`src/rtl/mips_cpu_state_ctrl_if.sv`:
```
// rtl/mips_cpu_state_ctrl_if.sv - Avalon-style bus handshake between the sequencer and memory
//
// Signals:
//   waitrequest_i  memory -> sequencer, holds the current read/write while high
//   mem_read_o     sequencer -> memory, read strobe
//   mem_write_o    sequencer -> memory, write strobe
// Modports:
//   master  the sequencer side (drives the strobes)
//   slave   the memory side (drives waitrequest)
interface mips_cpu_state_ctrl_if;
    logic waitrequest_i;
    logic mem_read_o;
    logic mem_write_o;

    modport master (
        input  waitrequest_i,
        output mem_read_o,
        output mem_write_o
    );

    modport slave (
        output waitrequest_i,
        input  mem_read_o,
        input  mem_write_o
    );
endinterface

```
`src/rtl/mips_cpu_state_ctrl.sv`:
```
// rtl/mips_cpu_state_ctrl.sv - multicycle INIT/FETCH/EXEC1/EXEC2/STALL/HALTED sequencer for the MIPS core
//
// Optional feature macro: STATE_CTRL_PERF_EN (builds the cycle/retired counters;
// when undefined cycles_o and retired_o are tied to 0 and no counter flops exist).
//
// Ports:
//   clk            rising-edge clock
//   reset_i        asynchronous active-high reset
//   bus            bus handshake (master modport): waitrequest_i, mem_read_o, mem_write_o
//   mem_access_i   decoded instruction is a load/store
//   mem_write_i    decoded instruction is a store
//   needs_exec2_i  instruction needs the EXEC2 writeback cycle
//   writes_reg_i   instruction writes a GPR at the end of EXEC1
//   muldiv_busy_i  multiply/divide unit still computing
//   halt_req_i     PC target is zero, sampled at instruction end
//   state_o        encoded state (INIT=0 FETCH=1 EXEC1=2 EXEC2=3 STALL=4 HALTED=5)
//   ir_wen_o, pc_wen_o, regfile_wen_o   datapath write enables
//   active_o       CPU running
//   fault_o        stall limit exceeded or illegal state, sticky until reset
//   cycles_o, retired_o  performance counters
module mips_cpu_state_ctrl #(
    parameter int STALL_LIMIT = 64
) (
    input  logic                         clk,
    input  logic                         reset_i,
    mips_cpu_state_ctrl_if.master        bus,
    input  logic                         mem_access_i,
    input  logic                         mem_write_i,
    input  logic                         needs_exec2_i,
    input  logic                         writes_reg_i,
    input  logic                         muldiv_busy_i,
    input  logic                         halt_req_i,
    output logic [2:0]                   state_o,
    output logic                         ir_wen_o,
    output logic                         pc_wen_o,
    output logic                         regfile_wen_o,
    output logic                         active_o,
    output logic                         fault_o,
    output logic [31:0]                  cycles_o,
    output logic [31:0]                  retired_o
);

    localparam logic [2:0] S_INIT   = 3'd0;
    localparam logic [2:0] S_FETCH  = 3'd1;
    localparam logic [2:0] S_EXEC1  = 3'd2;
    localparam logic [2:0] S_EXEC2  = 3'd3;
    localparam logic [2:0] S_STALL  = 3'd4;
    localparam logic [2:0] S_HALTED = 3'd5;

    localparam int CW = (STALL_LIMIT > 2) ? $clog2(STALL_LIMIT) : 1;
    localparam logic [CW-1:0] STALL_LAST = CW'(STALL_LIMIT - 1);

    logic [2:0]    state;
    logic [2:0]    state_next;
    logic          exec1_first;
    logic          halt_pending;
    logic [CW-1:0] stall_cnt;
    logic          fault;

    logic ir_wen;
    logic pc_wen;
    logic rf_wen;
    logic mem_rd;
    logic mem_wr;
    logic exec1_exit;
    logic stall_timeout;

    // EXEC1 is held only while a bus access is outstanding.
    assign exec1_exit    = (state == S_EXEC1) && !(mem_access_i && bus.waitrequest_i);
    assign stall_timeout = (state == S_STALL) && muldiv_busy_i && (stall_cnt == STALL_LAST);

    always_comb begin
        state_next = state;
        ir_wen     = 1'b0;
        pc_wen     = 1'b0;
        rf_wen     = 1'b0;
        mem_rd     = 1'b0;
        mem_wr     = 1'b0;
        case (state)
            S_INIT: begin
                state_next = S_FETCH;
            end
            S_FETCH: begin
                mem_rd = 1'b1;
                if (!bus.waitrequest_i) begin
                    state_next = S_EXEC1;
                end
            end
            S_EXEC1: begin
                ir_wen = exec1_first;
                if (mem_access_i) begin
                    mem_wr = mem_write_i;
                    mem_rd = !mem_write_i;
                end
                if (exec1_exit) begin
                    pc_wen = 1'b1;
                    rf_wen = writes_reg_i && !needs_exec2_i;
                    if (needs_exec2_i) begin
                        state_next = S_EXEC2;
                    end else if (muldiv_busy_i) begin
                        state_next = S_STALL;
                    end else if (halt_req_i) begin
                        state_next = S_HALTED;
                    end else begin
                        state_next = S_FETCH;
                    end
                end
            end
            S_EXEC2: begin
                rf_wen = 1'b1;
                if (muldiv_busy_i) begin
                    state_next = S_STALL;
                end else if (halt_pending || halt_req_i) begin
                    state_next = S_HALTED;
                end else begin
                    state_next = S_FETCH;
                end
            end
            S_STALL: begin
                if (!muldiv_busy_i) begin
                    state_next = halt_pending ? S_HALTED : S_FETCH;
                end else if (stall_timeout) begin
                    state_next = S_HALTED;
                end
            end
            S_HALTED: begin
                state_next = S_HALTED;
            end
            default: begin
                state_next = S_HALTED;
            end
        endcase
    end

    always_ff @(posedge clk or posedge reset_i) begin
        if (reset_i) begin
            state        <= S_INIT;
            exec1_first  <= 1'b1;
            halt_pending <= 1'b0;
            stall_cnt    <= '0;
            fault        <= 1'b0;
        end else begin
            state <= state_next;

            if (state == S_FETCH && !bus.waitrequest_i) begin
                exec1_first <= 1'b1;
            end else if (state == S_EXEC1) begin
                exec1_first <= 1'b0;
            end

            // A halt seen while the instruction still has EXEC2/STALL work to do
            // is remembered so those states can finish before halting.
            if (exec1_exit && halt_req_i && (needs_exec2_i || muldiv_busy_i)) begin
                halt_pending <= 1'b1;
            end

            if (state == S_STALL && muldiv_busy_i && !stall_timeout) begin
                stall_cnt <= stall_cnt + 1'b1;
            end else begin
                stall_cnt <= '0;
            end

            if (stall_timeout || (state > S_HALTED)) begin
                fault <= 1'b1;
            end
        end
    end

    // Gating on reset_i keeps every strobe low from the instant reset asserts.
    assign state_o         = state;
    assign ir_wen_o        = ir_wen && !reset_i;
    assign pc_wen_o        = pc_wen && !reset_i;
    assign regfile_wen_o   = rf_wen && !reset_i;
    assign bus.mem_read_o  = mem_rd && !reset_i;
    assign bus.mem_write_o = mem_wr && !reset_i;
    assign active_o        = reset_i || (state != S_HALTED);
    assign fault_o         = fault;

`ifdef STATE_CTRL_PERF_EN
    logic [31:0] cycles_q;
    logic [31:0] retired_q;

    always_ff @(posedge clk or posedge reset_i) begin
        if (reset_i) begin
            cycles_q  <= '0;
            retired_q <= '0;
        end else if (state != S_HALTED) begin
            cycles_q <= cycles_q + 32'd1;
            if (pc_wen) begin
                retired_q <= retired_q + 32'd1;
            end
        end
    end

    assign cycles_o  = cycles_q;
    assign retired_o = retired_q;
`else
    assign cycles_o  = 32'd0;
    assign retired_o = 32'd0;
`endif

endmodule

```
`src/flat_wrapper.sv`:
```
// flat-port wrapper written by rule: the top's interface ports become plain ports
module mips_cpu_state_ctrl_flat 
#(
    parameter int STALL_LIMIT = 64
)
  (clk, reset_i, mem_access_i, mem_write_i, needs_exec2_i, writes_reg_i, muldiv_busy_i, halt_req_i, state_o, ir_wen_o, pc_wen_o, regfile_wen_o, active_o, fault_o, cycles_o, retired_o, bus_waitrequest_i, bus_mem_read_o, bus_mem_write_o);
  mips_cpu_state_ctrl_if bus_i ();
  input  logic clk;
  input  logic reset_i;
  input  logic mem_access_i;
  input  logic mem_write_i;
  input  logic needs_exec2_i;
  input  logic writes_reg_i;
  input  logic muldiv_busy_i;
  input  logic halt_req_i;
  output logic [2:0] state_o;
  output logic ir_wen_o;
  output logic pc_wen_o;
  output logic regfile_wen_o;
  output logic active_o;
  output logic fault_o;
  output logic [31:0] cycles_o;
  output logic [31:0] retired_o;
  input wire logic [$bits(bus_i.waitrequest_i)-1:0] bus_waitrequest_i;
  output wire logic [$bits(bus_i.mem_read_o)-1:0] bus_mem_read_o;
  output wire logic [$bits(bus_i.mem_write_o)-1:0] bus_mem_write_o;
  assign bus_i.waitrequest_i = bus_waitrequest_i;
  assign bus_mem_read_o = bus_i.mem_read_o;
  assign bus_mem_write_o = bus_i.mem_write_o;
  mips_cpu_state_ctrl #(.STALL_LIMIT(STALL_LIMIT)) u_core (.clk(clk), .reset_i(reset_i), .bus(bus_i), .mem_access_i(mem_access_i), .mem_write_i(mem_write_i), .needs_exec2_i(needs_exec2_i), .writes_reg_i(writes_reg_i), .muldiv_busy_i(muldiv_busy_i), .halt_req_i(halt_req_i), .state_o(state_o), .ir_wen_o(ir_wen_o), .pc_wen_o(pc_wen_o), .regfile_wen_o(regfile_wen_o), .active_o(active_o), .fault_o(fault_o), .cycles_o(cycles_o), .retired_o(retired_o));
endmodule
```
`config.mk`:
```
export PLATFORM = sky130hd
export DESIGN_NAME = mips_cpu_state_ctrl_flat
export DESIGN_NICKNAME = d
export VERILOG_FILES = /design/src/rtl/mips_cpu_state_ctrl_if.sv /design/src/rtl/mips_cpu_state_ctrl.sv /design/src/flat_wrapper.sv
export SDC_FILE = /design/constraint.sdc
export NUM_CORES = 1
export LEC_CHECK = 0
export ABC_AREA = 1
export CAP_MARGIN = 10
export CORE_AREA = 4 4 64 66
export CTS_BUF_LIST = sky130_fd_sc_hd__clkbuf_16
export DETAILED_ROUTE_END_ITERATION = 10
export DIE_AREA = 0 0 68 70
export PLACE_DENSITY = 0.78
export SKIP_CTS_REPAIR_TIMING = 1
export SLEW_MARGIN = 40
export SYNTH_ARGS = -nofsm -noshare
export SYNTH_HDL_FRONTEND = slang
export SYNTH_SLANG_ARGS = --single-unit
```
`constraint.sdc`:
```
create_clock -name clk -period 1.4 [get_ports clk]
set_input_delay 0.28 -clock clk [delete_from_list [all_inputs] [get_ports clk]]
set_output_delay 0.28 -clock clk [all_outputs]
set_load 0.01 [all_outputs]
```
# Word-level counts from Yosys, hierarchy flattened
# Cells that the tools add are included.
[classes]
addsub = 1
magnitude_cmp = 1
eq_ne = 9
muxes = 23
reduce_logical = 27
[ops]
columns = ["op", "n"]
rows = [
  ["2-to-1 mux 3 bit", 10],
  ["case mux 3 bit (5 select lines)", 1],
  ["logical AND 1 bit", 14],
  ["2-to-1 mux 1 bit", 9],
  ["adder 6 x 1 -> 6 bit (second input constant)", 1],
  ["equality test 3 x 2 -> 1 bit (second input constant)", 2],
  ["equality test 6 bit (second input constant)", 1],
  ["zero test 1 bit", 6],
  ["2-to-1 mux 6 bit", 1],
  ["logical OR 1 bit", 4],
  ["case mux 1 bit (2 select lines)", 2],
  ["equality test 3 x 1 -> 1 bit (second input constant)", 1],
  ["equality test 3 bit (second input constant)", 1],
  ["greater-than comparator 3 bit (second input constant)", 1],
  ["zero test 3 bit", 1],
  ["!= test 3 x 2 -> 1 bit (second input constant)", 1],
  ["!= test 3 bit (second input constant)", 1],
  ["AND reduction 3 bit", 1],
  ["!= test 2 x 1 -> 1 bit (second input constant)", 1],
  ["!= test 2 bit (second input constant)", 1],
  ["nonzero test 2 bit", 1],
]
[word_totals]
reg_bits = 12
input_bits = 9
output_inout_bits = 74

# Depth between registers and ports, before layout
# Gate-level depths: netlist of the first run.
[depth]
ltp_word = 6
depth_mapped = 7
mapped_depth_nobuf = 7

# Worst setup path before layout of the first run
# Ideal clock, no wire load.
[synth_timing]
path_type = "flip-flop to output port"
start = "reg u_core.state[1] (netlist: u_core.state_o[1])"
end = "out bus_mem_read_o"
arrival_ns = 1.142
required_time_ns = 1.120
path_slack_ns = -0.022
stages_incl_launch_ff = 7
path_buffers = 0
cell_sequence = "dfrtp_1 inv_1 nor2_4 nand2_1 inv_1 nand3_1 a21oi_1"
[synth_between]
elab_chain_len = 3
word_cells_on_any_way = 4
classes_between = "eq/ne (2); mux (1); reduce/logical (1)"
[synth_rtl]
columns = ["item", "line_no", "text"]
rows = [
  ["start, declared", "mips_cpu_state_ctrl.sv:53", "logic [2:0] state;"],
  ["start signal, assigned", "mips_cpu_state_ctrl.sv:143", "state <= state_next;"],
  ["equality test 3 x 2 -> 1 bit / equality test 3 x 1 -> 1 bit (equally long branches)", "mips_cpu_state_ctrl.sv:79", "case (state)"],
  ["case mux 1 bit (2 select lines) (*)", "mips_cpu_state_ctrl.sv:79", ""],
  ["logical AND 1 bit (*)", "mips_cpu_state_ctrl.sv:174", "assign bus.mem_read_o = mem_rd && !reset_i;"],
  ["end, declared", "flat_wrapper.sv:25", "output wire logic [$bits(bus_i.mem_read_o)-1:0] bus_mem_read_o;"],
]
# Mark *: on every way between the ends. The rest lies on a longest branch, timed or not.

# Final worst setup path of the first run
[layout_timing]
start = "reg u_core.state[2] (netlist: u_core.state_o[2])"
end = "out bus_mem_read_o"
# The elaborated chain is that of the path after synthesis.

==> results.toml, run 1 <==
[setup_path]
start_kind = "flip-flop"
critPathRequiredTime_ns = 1.12
critPathKind = "reg2out"
end_kind = "output port"
critPathArrivalTime_ns = 1.29
path_max_fanout = 4

[synth]
ys.flop_type = "dfrtp_1"
ys_types = 22
avgSynthCellArea_um2 = 7.55
async_reset_ff_frac = 1.00
ys_top_cells_by_count = "64 x buf_4, 23 x nand2_1, 16 x inv_1"
ys_ff_latch = 12
syn_inst = 160
synth.area.top_cells = "buf_4 40%, dfrtp_1 23%, nand2_1 7.1%, inv_1 5.0%, nand3_1 4.1%"
yosysWarnings = 0
yosysTopAreaCell = "buf_4"
yosys.cell_count.top_type = "buf_4"
netlist_area_mm2 = 0.00121
synth_top_area_share = 0.398
synth_edf_count = 0
synth_seq_area_share = 0.249

[hold_path]
hp-class = "in2async"

[clock_tree]
cts_made_buffers = 3
cts_sinks = 12
cts.clk_slew.worst_paths_ns = 0.04
clock_latency_ns = 0.24
root_buffer = "clkbuf_16"
htree_levels = 1
clock_path_buffers = 2
cts_tree = "done"

[pwr]
power_leakage_nw = 0.828
ir_drop_mv = 0.611
comb_power_share = 0.515
seqPwrFrac = 0.232
power_density_mw_per_mm2 = 1440
power_frac_clock = 0.253
swShare = 0.384
switchingPower_w = 0.000817
p_int_w = 0.00131

[sta]
hold_slack_ns = 0.189
fin_crit_sh = 1.12
layout_setup_ws_ns = -0.170
finalHoldViolations = 0
fin_setup_tns_ns = -0.643
skew_ns = 0.000718
grt_setup_unrepaired = "true"
slew_viol_final = 0
setup_viol = 6
min_period_ns = 1.57
max_freq_ghz = 0.637

[place]
hpwl_um = 1900
globalplace.congestion = 0.793
pre_cts_ws_ns = -0.564
io_buffers = 18
placed_cell_area_mm2 = 0.00137

[drt]
ant_nets = 0
vias_per_cell = 3.71
drt_first_pass_iters = 4
drt_iter0_markers = 10
via_count = 934
wire_per_inst_um = 9.49
drcViolationCount = 0
drt_wl_total_um = 2390

[die]
ios = 83
coreArea_mm2 = 0.00358
fp.dieW_um = 68
dieArea_mm2 = 0.00476
row_count = 22
fp.dieH_um = 70
initial_core_util = 0.338

[finish]
final_nets = 215
areaGrowthSynthToFinish_pct = 22.3
final_util = 0.413
diodes = 0
stdcell_area_mm2 = 0.00148
drive_gt1_frac = 0.265
fill_cells = 381

[global_route]
grt_overflow_total = 0
antenna_found_initial = 0
grt_pass1_wl_um = 3350
grt_pass1_vias = 820
grt_max_degree = 13
grt_usage = 0.0930

[run_status]
violations = "setup timing"
outcome = "complete, but fails checks"

[flow_run]
cap_violations = 0
## metrics by stage
stage,power [W],cells
after global placement,0.00153,247
final,0.00213,252
after CTS,0.00210,251
after global routing,0.00228,252
after detailed placement,0.00154,247
after floorplan,0.00115,223
## per-layer routing
layer / up-vias / share of wire / global-route usage
met3: 5 / 0.12 / 0.0418
met4: 0 / 0.018 / 0.0530
met1: 417 / 0.34 / 0.0980
met2: 48 / 0.52 / 0.149
met5: - / 0 / 0
li1: 464 / - / -
## power by group through the flow
| stage | Clock [W] | Sequential (W) | Combinational [W] |
|---|---|---|---|
| floorplan | 0 | 0.000521 | 0.000632 |
| global placement | 0 | 0.000479 | 0.00105 |
| detailed placement | 0 | 0.000484 | 0.00106 |
| CTS | 0.000552 | 0.000480 | 0.00107 |
| global route | 0.000569 | 0.000496 | 0.00122 |
| finish | 0.000538 | 0.000493 | 0.00110 |
## sequential cells by signal, indices dropped and copies added (netlist names)
register,flops
u_core.stall_cnt,6
u_core.state_o,3
u_core.exec1_first,1
u_core.fault_o,1
u_core.halt_pending,1
## critical path, cell delays in order, from the launching register on
cell and delay, ns:
dfrtp_1 0.40, nor2_4 0.16, nand2_4 0.08, inv_2 0.06
nand3_1 0.08, a21oi_2 0.12, buf_2 0.14
## area by class of cell
cell class / count / area (um2) / area share
multi-input cells: 131 / 644 / 0.436
well taps: 48 / 60.1 / 0.0406
inverters: 17 / 66.3 / 0.0449
repair buffers: 40 / 327 / 0.221
clock inverters: 1 / 3.75 / 0.00254
flip-flops and latches: 12 / 302 / 0.204
clock buffers: 3 / 75.1 / 0.0508
## cell families after synthesis
family	synth area share
and+or+nand+nor	0.213
adders and majority gates	0.0104
DFF	0.249
AOI/OAI and AO/OA	0.0735
other	0.00310
buffers and inverters	0.450
## placed cells by master (no fill, tap or decap), types with 5 or more instances in the layout
cell type        netlist  final
a21oi_1                6      5
buf_2                  0      6
buf_4                 64     21
clkdlybuf4s50_1        0      6
conb_1                 1     64
dfrtp_1               11     11
dlymetal6s2s_1         0      5
inv_1                 16     13
nand2_1               23     20
nand3_1               10     10
nor2_1                 7      6
nor3_2                 3      5
## worst paths after layout
kind                            slack (ns)                              to  cells past startpoint                     startpoint
min in group clk                      0.46   u_core.stall_cnt[0]$_DFF_PP0_                      1  u_core.stall_cnt[0]$_DFF_PP0_
worst max-delay path                 -0.17                  bus_mem_read_o                      6  u_core.state_o[2]$_DFFE_PP0P_
worst min-delay path                  0.19   u_core.state_o[0]$_DFFE_PP0P_                      3                        reset_i
worst min register to register        0.46   u_core.stall_cnt[0]$_DFF_PP0_                      1  u_core.stall_cnt[0]$_DFF_PP0_
max in group asynchronous             0.98  u_core.exec1_first$_DFFE_PP1P_                      3                        reset_i
worst max register to register        0.03   u_core.state_o[1]$_DFFE_PP0P_                      7  u_core.state_o[0]$_DFFE_PP0P_
Note: power is estimated with default switching activity, not from simulation.
==> inputs of run 2 (changes only) <==
Settings changed: SETUP_SLACK_MARGIN set to 0.1.
==> run 2 against run 1 <==
Against the previous run: the run still ends with setup timing left; clock power rose by 0.9%; utilization rose by 2.3 points; combinational power rose by 15%; largest cell class unchanged; routed wire length rose by 10%; critical path depth did not move; die area did not move.
==> results.toml, run 2 (same netlist as run 1, synthesis figures left out) <==
[run_status]
outcome = "complete, but fails checks"
violations = "setup timing"

[setup_path]
r2r_start = "u_core.state_o[2]$_DFFE_PP0P_"
end_kind = "output port"
start_kind = "flip-flop"
critPathArrivalTime_ns = 1.34
path_max_fanout = 4
critPathLaunch = "u_core.state_o[2]$_DFFE_PP0P_"
reg2reg_slack_ns = -0.02
critPathKind = "reg2out"
rr_endpoint = "u_core.stall_cnt[5]$_DFF_PP0_"
crit_end = "bus_mem_read_o"
critPathRequiredTime_ns = 1.12
rr_worst_depth = 8

[finish]
final_nets = 220
diodes = 0
drive_gt1_frac = 0.321
largest_register_ffs = 6
register_area_um2 = 303
layout_common_cells = "64 x conb_1, 24 x buf_4, 18 x nand2_1"
multi_input_area_um2 = 664
areaGrowthSynthToFinish_pct = 29.0
top_register = "u_core.stall_cnt"
fill_cells = 384
final_common_cell = "conb_1"

[clock_tree]
cts_sinks = 12
clock_latency_ns = 0.24
cts_tree = "done"
clock_path_buffers = 2
root_buffer = "clkbuf_16"
cts.clk_slew.worst_paths_ns = 0.05
htree_levels = 1
cts_made_buffers = 3

[drt]
vias_per_cell = 3.85
drt_first_pass_iters = 4
drcViolationCount = 0
via_count = 990
wire_per_inst_um = 10.3
ant_nets = 0
drt_iter0_markers = 17
drt_wl_total_um = 2640

[global_route]
grt_usage = 0.101
grt_pass1_wl_um = 3710
grt_overflow_total = 0
grt_max_degree = 13
grt_pass1_vias = 870
antenna_found_initial = 0

[die]
row_count = 22
fp.dieW_um = 68
coreArea_mm2 = 0.00358
initial_core_util = 0.338
ios = 83
dieArea_mm2 = 0.00476
fp.dieH_um = 70

[hold_path]
hp-class = "in2async"

[sta]
grt_setup_unrepaired = "true"
hold_slack_ns = 0.206
fin_crit_sh = 1.16
slew_viol_final = 0
skew_ns = 0.00102
max_freq_ghz = 0.618
setup_viol = 10
layout_setup_ws_ns = -0.218
min_period_ns = 1.62
finalHoldViolations = 0

[place]
globalplace.congestion = 0.743
io_buffers = 18
pre_cts_ws_ns = -0.539
hpwl_um = 2000

[pwr]
power_leakage_nw = 0.851
ir_drop_mv = 0.740
power_density_mw_per_mm2 = 1480
power_w = 0.00230

[flow_run]
cap_violations = 0
[run 2: changes by cell type in the layout (fill, tap and decap cells not counted), moves of 3 or more]
cell	previous run	this run
nor3_2	5	2
a21oi_2	1	4
buf_4	21	24
a21oi_1	5	2
nor2_2	0	3
buf_2	6	3
buf_6	1	5
[run 2: area by class of cell]
type / count / share of cell area
sequential: 12 / 0.194
tap: 48 / 0.0385
multi-input combinational: 130 / 0.426
inverter: 17 / 0.0425
clock inverter: 1 / 0.00241
clock buffer: 3 / 0.0482
timing repair buffer: 46 / 0.248
[run 2: stage by stage]
stage                     TNS, ns  utilization  cells  area, um2
after floorplan                 0            -    223       1460
after global placement      -3.19        0.384    246       1380
after detailed placement    -3.49        0.384    246       1380
after CTS                   -3.87        0.406    250       1450
after global routing        -1.79        0.436    257       1560
final                       -1.15        0.436    257       1560
[run 2: report_power, final]
group | leakage, nW | internal (W) | total [W] | switching, W
registers | 0.149 | 0.000437 | 0.000489 | 0.0000525
logic | 0.663 | 0.000599 | 0.00127 | 0.000671
clock network | 0.0385 | 0.000378 | 0.000543 | 0.000166
[run 2: worst min path at each step]
stage | start | to | slack [ns] | cells past startpoint
5_1_grt | reset_i | u_core.state_o[0]$_DFFE_PP0P_ | 0.26 | 3
3_5_place_dp | u_core.stall_cnt[0]$_DFF_PP0_ | u_core.stall_cnt[0]$_DFF_PP0_ | 0.46 | 1
4_1_cts | u_core.stall_cnt[0]$_DFF_PP0_ | u_core.stall_cnt[0]$_DFF_PP0_ | 0.47 | 1
6_report | reset_i | u_core.stall_cnt[1]$_DFF_PP0_ | 0.21 | 3
2_1_floorplan | reset_i | u_core.fault_o$_DFFE_PP0P_ | 0.15 | 1
3_3_place_gp | u_core.stall_cnt[0]$_DFF_PP0_ | u_core.stall_cnt[0]$_DFF_PP0_ | 0.45 | 1
[run 2: metal layers]
layer  track usage  wire, um  share of wire  up-vias
met1         0.109       859           0.33      456
met4        0.0464        45          0.017        0
met2         0.176      1450           0.55       55
li1              -         -              -      476
met3        0.0273       286           0.11        3
met5             0         0              0        -
[run 2: worst max-delay path, stage by stage (launching register included)]
cell	delay (ns)
dfrtp_2	0.42
buf_4	0.14
buf_6	0.12
inv_4	0.06
nand2_2	0.07
a21oi_2	0.14
buf_2	0.15
==> inputs of run 3 (changes only) <==
Settings changed: SLEW_MARGIN 40 to 20.
==> results of run 3 <==
No change in the layout: final DEF, timing and power equal those of run 2.
